### config.mk
export PLATFORM = sky130hd
export DESIGN_NAME = chip8_exec_seq
export DESIGN_NICKNAME = d
export VERILOG_FILES = /design/src/rtl/chip8_exec_seq.sv
export SDC_FILE = /design/constraint.sdc
export NUM_CORES = 1
export LEC_CHECK = 0
export BUFFER_PORTS_ARGS = -buffer_cell sky130_fd_sc_hd__buf_2
export CELL_PAD_IN_SITES_DETAIL_PLACEMENT = 1
export CELL_PAD_IN_SITES_GLOBAL_PLACEMENT = 1
export CORE_UTILIZATION = 38
export CTS_BUF_LIST = sky130_fd_sc_hd__clkbuf_16
export CTS_CLUSTER_SIZE = 14
export DETAILED_ROUTE_END_ITERATION = 8
export PLACE_DENSITY = 0.88
export SETUP_SLACK_MARGIN = 0.05
export SLEW_MARGIN = 30
export SYNTH_ARGS = -nofsm -noshare
export SYNTH_HDL_FRONTEND = slang
export SYNTH_SLANG_ARGS = --single-unit
### constraint.sdc
create_clock -name clk -period 2.7 [get_ports clk]
set_input_delay 0.27 -clock clk [delete_from_list [all_inputs] [get_ports clk]]
set_output_delay 0.27 -clock clk [all_outputs]
set_load 0.01 [all_outputs]
### src/rtl/chip8_exec_seq.sv
// chip8_exec_seq: multi-cycle CHIP-8 execute stage with memory-backed stack.
// Ports: clk/rst, start+opcode+vx/vy/v0/pc in; busy/done/err, Vx/VF/PC/I
// writebacks, stack mem req/ack, sp out.
module chip8_exec_seq #(
  parameter int          ADDR_W      = 12,
  parameter int          STACK_DEPTH = 16,
  parameter int          STACK_BASE  = 'h0F0,
  parameter int          SHIFT_VY    = 1,
  parameter logic [7:0]  SEED        = 8'h4A
) (
  input  logic              clk,
  input  logic              rst,
  input  logic              start,
  input  logic [15:0]       opcode,
  input  logic [7:0]        vx,
  input  logic [7:0]        vy,
  input  logic [7:0]        v0,
  input  logic [ADDR_W-1:0] pc,
  output logic              busy,
  output logic              done,
  output logic [1:0]        err,
  output logic              reg_we,
  output logic [3:0]        reg_waddr,
  output logic [7:0]        reg_wdata,
  output logic              vf_we,
  output logic [7:0]        vf_wdata,
  output logic              pc_we,
  output logic [ADDR_W-1:0] pc_wdata,
  output logic              i_we,
  output logic [ADDR_W-1:0] i_wdata,
  output logic              mem_req,
  output logic              mem_we,
  output logic [ADDR_W-1:0] mem_addr,
  output logic [ADDR_W-1:0] mem_wdata,
  input  logic              mem_ack,
  input  logic [ADDR_W-1:0] mem_rdata,
  output logic [7:0]        sp
);

  typedef enum logic [1:0] {IDLE, EXEC, MEM, DONE} state_t;
  state_t state, nxt;

  logic [15:0]       op_q;
  logic [7:0]        vx_q, vy_q, v0_q, rng;
  logic [ADDR_W-1:0] pc_q, tgt_q;

  logic [3:0]        nib, xa, nl;
  logic [7:0]        kk, src;
  logic [ADDR_W-1:0] nnn, pc2, pc4;
  logic [8:0]        sum9;

  logic              c_rwe, c_fwe, c_flag, c_iwe;
  logic              c_call, c_ret, full, go_mem;
  logic [7:0]        c_rdata, rng_nx, slot;
  logic [ADDR_W-1:0] c_pc;
  logic [1:0]        c_err;

  assign nib  = op_q[15:12];
  assign xa   = op_q[11:8];
  assign nl   = op_q[3:0];
  assign kk   = op_q[7:0];
  assign nnn  = ADDR_W'(op_q[11:0]);
  assign pc2  = pc_q + ADDR_W'(2);
  assign pc4  = pc_q + ADDR_W'(4);
  assign sum9 = {1'b0, vx_q} + {1'b0, vy_q};
  assign src  = (SHIFT_VY != 0) ? vy_q : vx_q;
  assign busy = (state != IDLE);

  assign rng_nx = rng[0] ? ((rng >> 1) ^ 8'hB8) : (rng >> 1);

  always_comb begin
    c_rwe   = 1'b0;
    c_rdata = 8'h00;
    c_fwe   = 1'b0;
    c_flag  = 1'b0;
    c_iwe   = 1'b0;
    c_pc    = pc2;
    c_err   = 2'd0;
    c_call  = 1'b0;
    c_ret   = 1'b0;
    unique case (1'b1)
      (op_q == 16'h00EE): c_ret = 1'b1;
      (nib == 4'h1): c_pc = nnn;
      (nib == 4'h2): begin
        c_call = 1'b1;
        c_pc   = nnn;
      end
      (nib == 4'h3): if (vx_q == kk) c_pc = pc4;
      (nib == 4'h4): if (vx_q != kk) c_pc = pc4;
      (nib == 4'h5 && nl == 4'h0):
        if (vx_q == vy_q) c_pc = pc4;
      (nib == 4'h9 && nl == 4'h0):
        if (vx_q != vy_q) c_pc = pc4;
      (nib == 4'h6): begin
        c_rwe   = 1'b1;
        c_rdata = kk;
      end
      (nib == 4'h7): begin
        c_rwe   = 1'b1;
        c_rdata = vx_q + kk;
      end
      (nib == 4'h8): begin
        c_rwe = 1'b1;
        case (nl)
          4'h0: c_rdata = vy_q;
          4'h1: c_rdata = vx_q | vy_q;
          4'h2: c_rdata = vx_q & vy_q;
          4'h3: c_rdata = vx_q ^ vy_q;
          4'h4: begin
            c_rdata = sum9[7:0];
            c_fwe   = 1'b1;
            c_flag  = sum9[8];
          end
          4'h5: begin
            c_rdata = vx_q - vy_q;
            c_fwe   = 1'b1;
            c_flag  = (vx_q >= vy_q);
          end
          4'h6: begin
            c_rdata = src >> 1;
            c_fwe   = 1'b1;
            c_flag  = src[0];
          end
          4'h7: begin
            c_rdata = vy_q - vx_q;
            c_fwe   = 1'b1;
            c_flag  = (vy_q >= vx_q);
          end
          4'hE: begin
            c_rdata = src << 1;
            c_fwe   = 1'b1;
            c_flag  = src[7];
          end
          default: begin
            c_rwe = 1'b0;
            c_err = 2'd3;
          end
        endcase
      end
      (nib == 4'hA): c_iwe = 1'b1;
      (nib == 4'hB): c_pc = nnn + ADDR_W'(v0_q);
      (nib == 4'hC): begin
        c_rwe   = 1'b1;
        c_rdata = rng & kk;
      end
      default: c_err = 2'd3;
    endcase
    // VF is written last, so a flag op targeting VF keeps only the flag
    if (c_fwe && xa == 4'hF) c_rwe = 1'b0;
    full = (sp == 8'(STACK_DEPTH));
    if (c_call && full) c_err = 2'd1;
    if (c_ret && sp == 8'd0) c_err = 2'd2;
    go_mem = (c_call && !full) || (c_ret && sp != 8'd0);
    slot   = c_call ? sp : sp - 8'd1;
  end

  always_comb begin
    nxt = state;
    case (state)
      IDLE: if (start) nxt = EXEC;
      EXEC: nxt = go_mem ? MEM : DONE;
      MEM:  if (mem_req && mem_ack) nxt = DONE;
      DONE: nxt = IDLE;
      default: nxt = IDLE;
    endcase
  end

  always_ff @(posedge clk) begin
    if (rst) state <= IDLE;
    else     state <= nxt;
  end

  always_ff @(posedge clk) begin
    if (rst) begin
      op_q      <= 16'h0;
      vx_q      <= 8'h0;
      vy_q      <= 8'h0;
      v0_q      <= 8'h0;
      pc_q      <= '0;
      tgt_q     <= '0;
      rng       <= SEED;
      sp        <= 8'h0;
      done      <= 1'b0;
      err       <= 2'd0;
      reg_we    <= 1'b0;
      reg_waddr <= 4'h0;
      reg_wdata <= 8'h0;
      vf_we     <= 1'b0;
      vf_wdata  <= 8'h0;
      pc_we     <= 1'b0;
      pc_wdata  <= '0;
      i_we      <= 1'b0;
      i_wdata   <= '0;
      mem_req   <= 1'b0;
      mem_we    <= 1'b0;
      mem_addr  <= '0;
      mem_wdata <= '0;
    end else begin
      rng    <= rng_nx;
      done   <= 1'b0;
      reg_we <= 1'b0;
      vf_we  <= 1'b0;
      pc_we  <= 1'b0;
      i_we   <= 1'b0;
      if (state == IDLE && start) begin
        op_q <= opcode;
        vx_q <= vx;
        vy_q <= vy;
        v0_q <= v0;
        pc_q <= pc;
      end
      if (state == EXEC) begin
        if (go_mem) begin
          mem_req   <= 1'b1;
          mem_we    <= c_call;
          mem_addr  <= ADDR_W'(STACK_BASE)
                     + ADDR_W'(slot);
          mem_wdata <= pc2;
          tgt_q     <= c_pc;
        end else begin
          done      <= 1'b1;
          err       <= c_err;
          reg_we    <= c_rwe;
          reg_waddr <= xa;
          reg_wdata <= c_rdata;
          vf_we     <= c_fwe;
          vf_wdata  <= {7'b0, c_flag};
          pc_we     <= (c_err != 2'd1)
                    && (c_err != 2'd2);
          pc_wdata  <= c_pc;
          i_we      <= c_iwe;
          i_wdata   <= nnn;
        end
      end
      if (state == MEM && mem_req && mem_ack) begin
        mem_req  <= 1'b0;
        mem_we   <= 1'b0;
        done     <= 1'b1;
        err      <= 2'd0;
        pc_we    <= 1'b1;
        pc_wdata <= mem_we ? tgt_q : mem_rdata;
        sp       <= mem_we ? sp + 8'd1 : sp - 8'd1;
      end
    end
  end

endmodule

Yosys cells after proc, flatten, opt, wreduce, memory -nomap -nowiden
Index checks and enable logic that the tools add are counted.
{ "word_totals": {"in_bits": 68, "ff_bits": 152, "wordCells": 150} }
{ "classes": {"n_lt_le_gt_ge": 2, "n_reduce_logical": 33, "n_mux": 37, "n_bitwise": 8, "n_addsub": 10, "eq_ne": 35} }
{ "ops": {"columns": ["op", "count"], "rows": [
  ["two-way mux 12 bit", 8],
  ["case mux 12 bit (6 select lines)", 1],
  ["case mux 8 bit (9 select lines)", 1],
  ["equality test 4 x 3 -> 1 bit (second input constant)", 8],
  ["case mux 8 bit (4 select lines)", 1],
  ["equality test 4 bit (second input constant)", 7],
  ["AND 8 bit", 2],
  ["equality test 16 x 8 -> 1 bit (second input constant)", 1],
  ["equality test 4 x 2 -> 1 bit (second input constant)", 4],
  ["equality test 8 bit", 2],
  [">= comparator 8 bit", 2],
  ["two-way mux 8 bit", 2],
  ["!= test 8 bit", 2],
  ["subtractor 8 bit", 2],
  ["two-way mux 1 bit", 14],
  ["adder 12 x 2 -> 12 bit (second input constant)", 1],
  ["adder 12 x 3 -> 12 bit (second input constant)", 1],
  ["adder 12 x 8 -> 12 bit", 1],
  ["logical AND 1 bit", 12],
  ["OR reduction 12 bit", 1],
  ["two-way mux 2 bit", 5],
  ["adder 8 x 8 -> 9 bit", 1],
  ["adder 8 x 8 -> 9 bit (first input constant)", 1],
  ["OR reduction 9 bit", 1],
  ["other kinds (30)", 44]
]} }

Longest topological paths before layout
{ "depth": {"ltp_word": 11, "depth_mapped": 11, "depth_no_buf": 10} }

Least setup slack after synthesis
No wires, ideal clock.
{ "synth_timing": {"path_kind": "register to register", "start": "reg vy_q[1], in the netlist src[1]", "end": "reg pc_wdata[3]", "stages_incl_launch_ff": 9, "required_ns": 2.567, "slack_ns": -0.015, "arrival_ns": 2.582, "synth_period_minus_slack_ns": 2.715, "path_cell_list": "dfxtp_1 -> inv_1 -> ha_1 -> or4_4 -> o21ai_0 -> a21oi_1 -> or2_2 -> a2111oi_4 -> o32ai_1"} }
{ "synth_between": {"elab_chain_len": 6, "word_cells_on_any_way": 8, "classes_between": "eq/ne: 2; mux: 6"} }
{ "synth_rtl": {"columns": ["element", "line", "source"], "rows": [
  ["from (decl)", "44", "logic [7:0] vx_q, vy_q, v0_q, rng;"],
  ["from (signal assigned)", "208", "vy_q <= vy;"],
  ["!= test 8 bit / equality test 8 bit (equally long branches)", "93, 91", null],
  ["two-way mux 12 bit, on equally long branches", "93, 91", null],
  ["case mux 12 bit (6 select lines) (*)", "81", "unique case (1'b1)"],
  ["two-way mux 12 bit (*)", "213", "if (go_mem) begin"],
  ["two-way mux 12 bit (*)", "212", "if (state == EXEC) begin"],
  ["two-way mux 12 bit (*)", "235", "if (state == MEM && mem_req && mem_ack) begin"],
  ["to (signal assigned)", "230", "pc_wdata <= c_pc;"],
  ["to (signal assigned)", "241", "pc_wdata <= mem_we ? tgt_q : mem_rdata;"],
  ["to (decl)", "28", "output logic [ADDR_W-1:0] pc_wdata,"]
]} }
Every way passes the cells marked *; elsewhere a longest branch is shown, timed or not. The select of a mux whose other input is x is not followed.
A chain may end at the register's enable or synchronous reset.

Final worst setup path
{ "layout_timing": {"start": "reg op_q[4]", "end": "reg pc_wdata[11]"} }
{ "layout_between": {"elab_chain_len": 6, "word_cells_on_any_way": 15, "classes_between": "add/sub: 1; eq/ne: 4; mux: 7; reduce/logical: 3"} }
{ "layout_rtl": {"columns": ["element", "line", "source"], "rows": [
  ["from (decl)", "43", "logic [15:0] op_q;"],
  ["from (signal assigned)", "206", "op_q <= opcode;"],
  ["parallel branches: the longest is 6 deep, another holds adder 12 x 8 -> 12 bit", null, null]
]} }
Parallel ways; which one is timed is not known. The select of a mux whose other input is x is not followed.

==> flow_metrics.py <==
metrics = {
    "clock_tree": {
        "clk_path_buf_depth": 2,
        "h-tree-depth": 4,
        "clkLatencyLatePin_ps": 460,
        "clkTransAtPathRegs_ps": 80,
        "cts-root-buf": "clkbuf_16",
        "cts_tree": "built",
        "cts_buffers": 17,
        "hold_buffers": 0,
        "cts_sinks": 145,
    },
    "status": {
        "violations": "setup timing",
        "status": "finished, violations left",
    },
    "finish": {
        "area_growth_pct": 33.4,
        "fin_nets": 1585,
        "n_antenna_cell": 0,
        "final_layout_size_suffix_gt1_share_pct": 31.5,
        "final_util_pct": 52.0,
        "fill_cells": 2967,
    },
    "die": {
        "die_area_um2": 25700,
        "fp.coreArea_um2": 24500,
        "die_x_um": 160,
        "die_h_um": 160,
        "top_level_ports": 154,
        "start_util_pct": 39.0,
        "rows": 57,
    },
    "drt": {
        "vias": 11100,
        "ant_nets": 0,
        "wl_um": 42400,
        "dr.pass1.iters": 6,
        "wl_per_cell_um": 23.7,
        "viasPerCell": 6.17,
        "route.detailed.drc": 0,
        "drt_iter0_markers": 1282,
    },
    "synthesis": {
        "synthTopCellsByArea": "dfxtp_1, nand2_1, ha_1",
        "ys_seq_elements": 145,
        "synthCells": 1236,
        "synth_warnings": 0,
        "synth_cell_types": 83,
        "post-synth-top-area-cell": "dfxtp_1",
        "yosys-top-cells-count": "nand2_1, dfxtp_1, a21oi_1, nor2_1, clkbuf_1",
        "synth_area_um2": 9530,
        "synthArstFlopShare_pct": 0,
        "synth_top_area_share_pct": 30.5,
        "synth_ff_type": "dfxtp_1",
        "syn_avg_cell_area_um2": 7.71,
        "synth_edf_count": 0,
        "yosysMostFrequentCell": "nand2_1",
        "synth-seq-area-share_pct": 30.5,
    },
    "worst_setup_path": {
        "arrival_ps": 3140,
        "cp-start-kind": "register",
        "end_kind": "register",
        "critPathMaxFanout": 6,
        "critPathKind": "reg -> reg",
        "cp.required_ps": 3070,
    },
    "sta": {
        "maxSlewViolCount": 0,
        "setup_viol": 6,
        "holdWs_ps": 41.5,
        "rsz0062_at_grt": "yes",
        "worstMarginPinSlew_ps": 855,
        "fin_skew_ps": 22.6,
        "timing.setup.tns_ps": -158,
        "slew_headroom_pct": 42.8,
        "hold_viol_final": 0,
        "finalWorstSetupSlack_ps": -63.5,
        "fmax_ghz": 0.362,
        "period_minus_slack_ps": 2760,
        "period_share_pct": 102,
    },
    "job": {
        "max_cap_violations": 0,
    },
    "power": {
        "p_total_mw": 10.2,
        "peakVddDrop_v": 0.000333,
        "p_per_area_nw_per_um2": 806,
        "total_leakage_power_nw": 5.23,
    },
    "placement": {
        "dp_hpwl_um": 27300,
        "gp_congestion": 0.960,
        "port_buffers": 143,
    },
    "grt": {
        "antenna_found_initial": 0,
        "grt_pass1_wl_um": 61100,
        "grtUsageTotal_pct": 30.6,
        "gr-total-overflow": 0,
        "grt_max_degree": 61,
        "grt_pass1_vias": 10700,
    },
    "hold_path": {
        "hp-class": "in -> reg",
    },
}
## stage by stage
stage                     area, um^2  instances  setup slack, ps
final                          12700       1792            -63.5
after global routing           12700       1792             -102
after CTS                      12200       1774             26.1
after detailed placement       11200       1731             -464
after global placement         11200       1731             -310
after floorplan                 9570       1245             55.4
## report_power, final
group	internal, mW	total [mW]	leakage [nW]	switching [mW]
Combinational	2.07	5.02	3.74	2.95
Sequential	2.44	2.73	1.19	0.291
Clock	1.32	2.50	0.293	1.18
## layout make-up
cell class              instances  area, um^2  area share, %
inverters                      50         188           1.48
clock inverters                15         166           1.31
clock buffers                  17         425           3.35
well taps                     324         405           3.19
multi-input cells             946        6570           51.7
repair buffers                295        2030           16.0
flip-flops and latches        145        2930           23.0
## path summary, 6_finish.rpt
check,depth (start not counted),slack [ps],end,startpoint
hold reg to reg,2,450,mem_addr[0],mem_addr[0]
hold / removal,3,40,src[5],vy[5]
setup / recovery,9,-60,pc_wdata[11],op_q[4]
setup reg to reg,9,-60,pc_wdata[11],op_q[4]
## critical path, cell delays in order, from the launching register on
cell and delay, ps:
dfxtp_1 340, buf_4 190, ha_1 410, nand3_1 100
o211ai_1 330, o41ai_2 150, or4_1 550, a41oi_2 310
o31ai_1 150, a21oi_1 160
## sequential cells by signal, indices dropped and copies added (netlist names), 9 cells and up
name / cells
mem_addr: 9
mem_wdata: 12
op_q: 16
pc_q: 12
pc_wdata: 12
tgt_q: 12
## cell usage in the layout (no fill, tap or decap), drive strengths merged, types with 6 or more instances in the layout
cell type and instances:
xnor2 34, nand3 28, nor4 11, a21boi 6, o22ai 6, nor3 37, conb 10, mux2i 21
nand2b 13, o31ai 10, or2 7, nand2 200, a21o 11, nor2 97, o211ai 9, buf 293
dfxtp 145, a21oi 129, ha 57, clkbuf 18, a22oi 7, nand4 6, inv 61, a221oi 6
o221ai 7, o21ai 51, xor2 10, or4 9, a211oi 24, and3 14, a31oi 8, nor2b 13
## cell families after synthesis
family                     Yosys count  synth area share, %
and+or+nand+nor                    466                 23.4
AOI/OAI and AO/OA                  335                 22.8
buffers and inverters              154                 7.14
DFF                                145                 30.5
adders and majority gates           62                 8.53
xor gates and xnor gates            44                 4.04
muxes                               29                 3.62
other                                1               0.0393
## repair_timing
item / 4_1_cts / 5_1_grt
setup buffers: 10 / 18
endpoints found under the setup margin: 28 / 30
resized for setup: 55 / 92
hold endpoints to repair: 0 / 0
cloned: 1 / 1
pin swaps: 27 / 40
## metal layers
metal  GRT usage, %  wire length [um]  up-vias
met5              0                 0        -
met4           12.5              2060        0
met3           5.60              3310      174
met2           52.0             20300      655
met1           38.1             16700     5433
li1               -                 -     4797
Note: power is estimated with default switching activity, not from simulation.
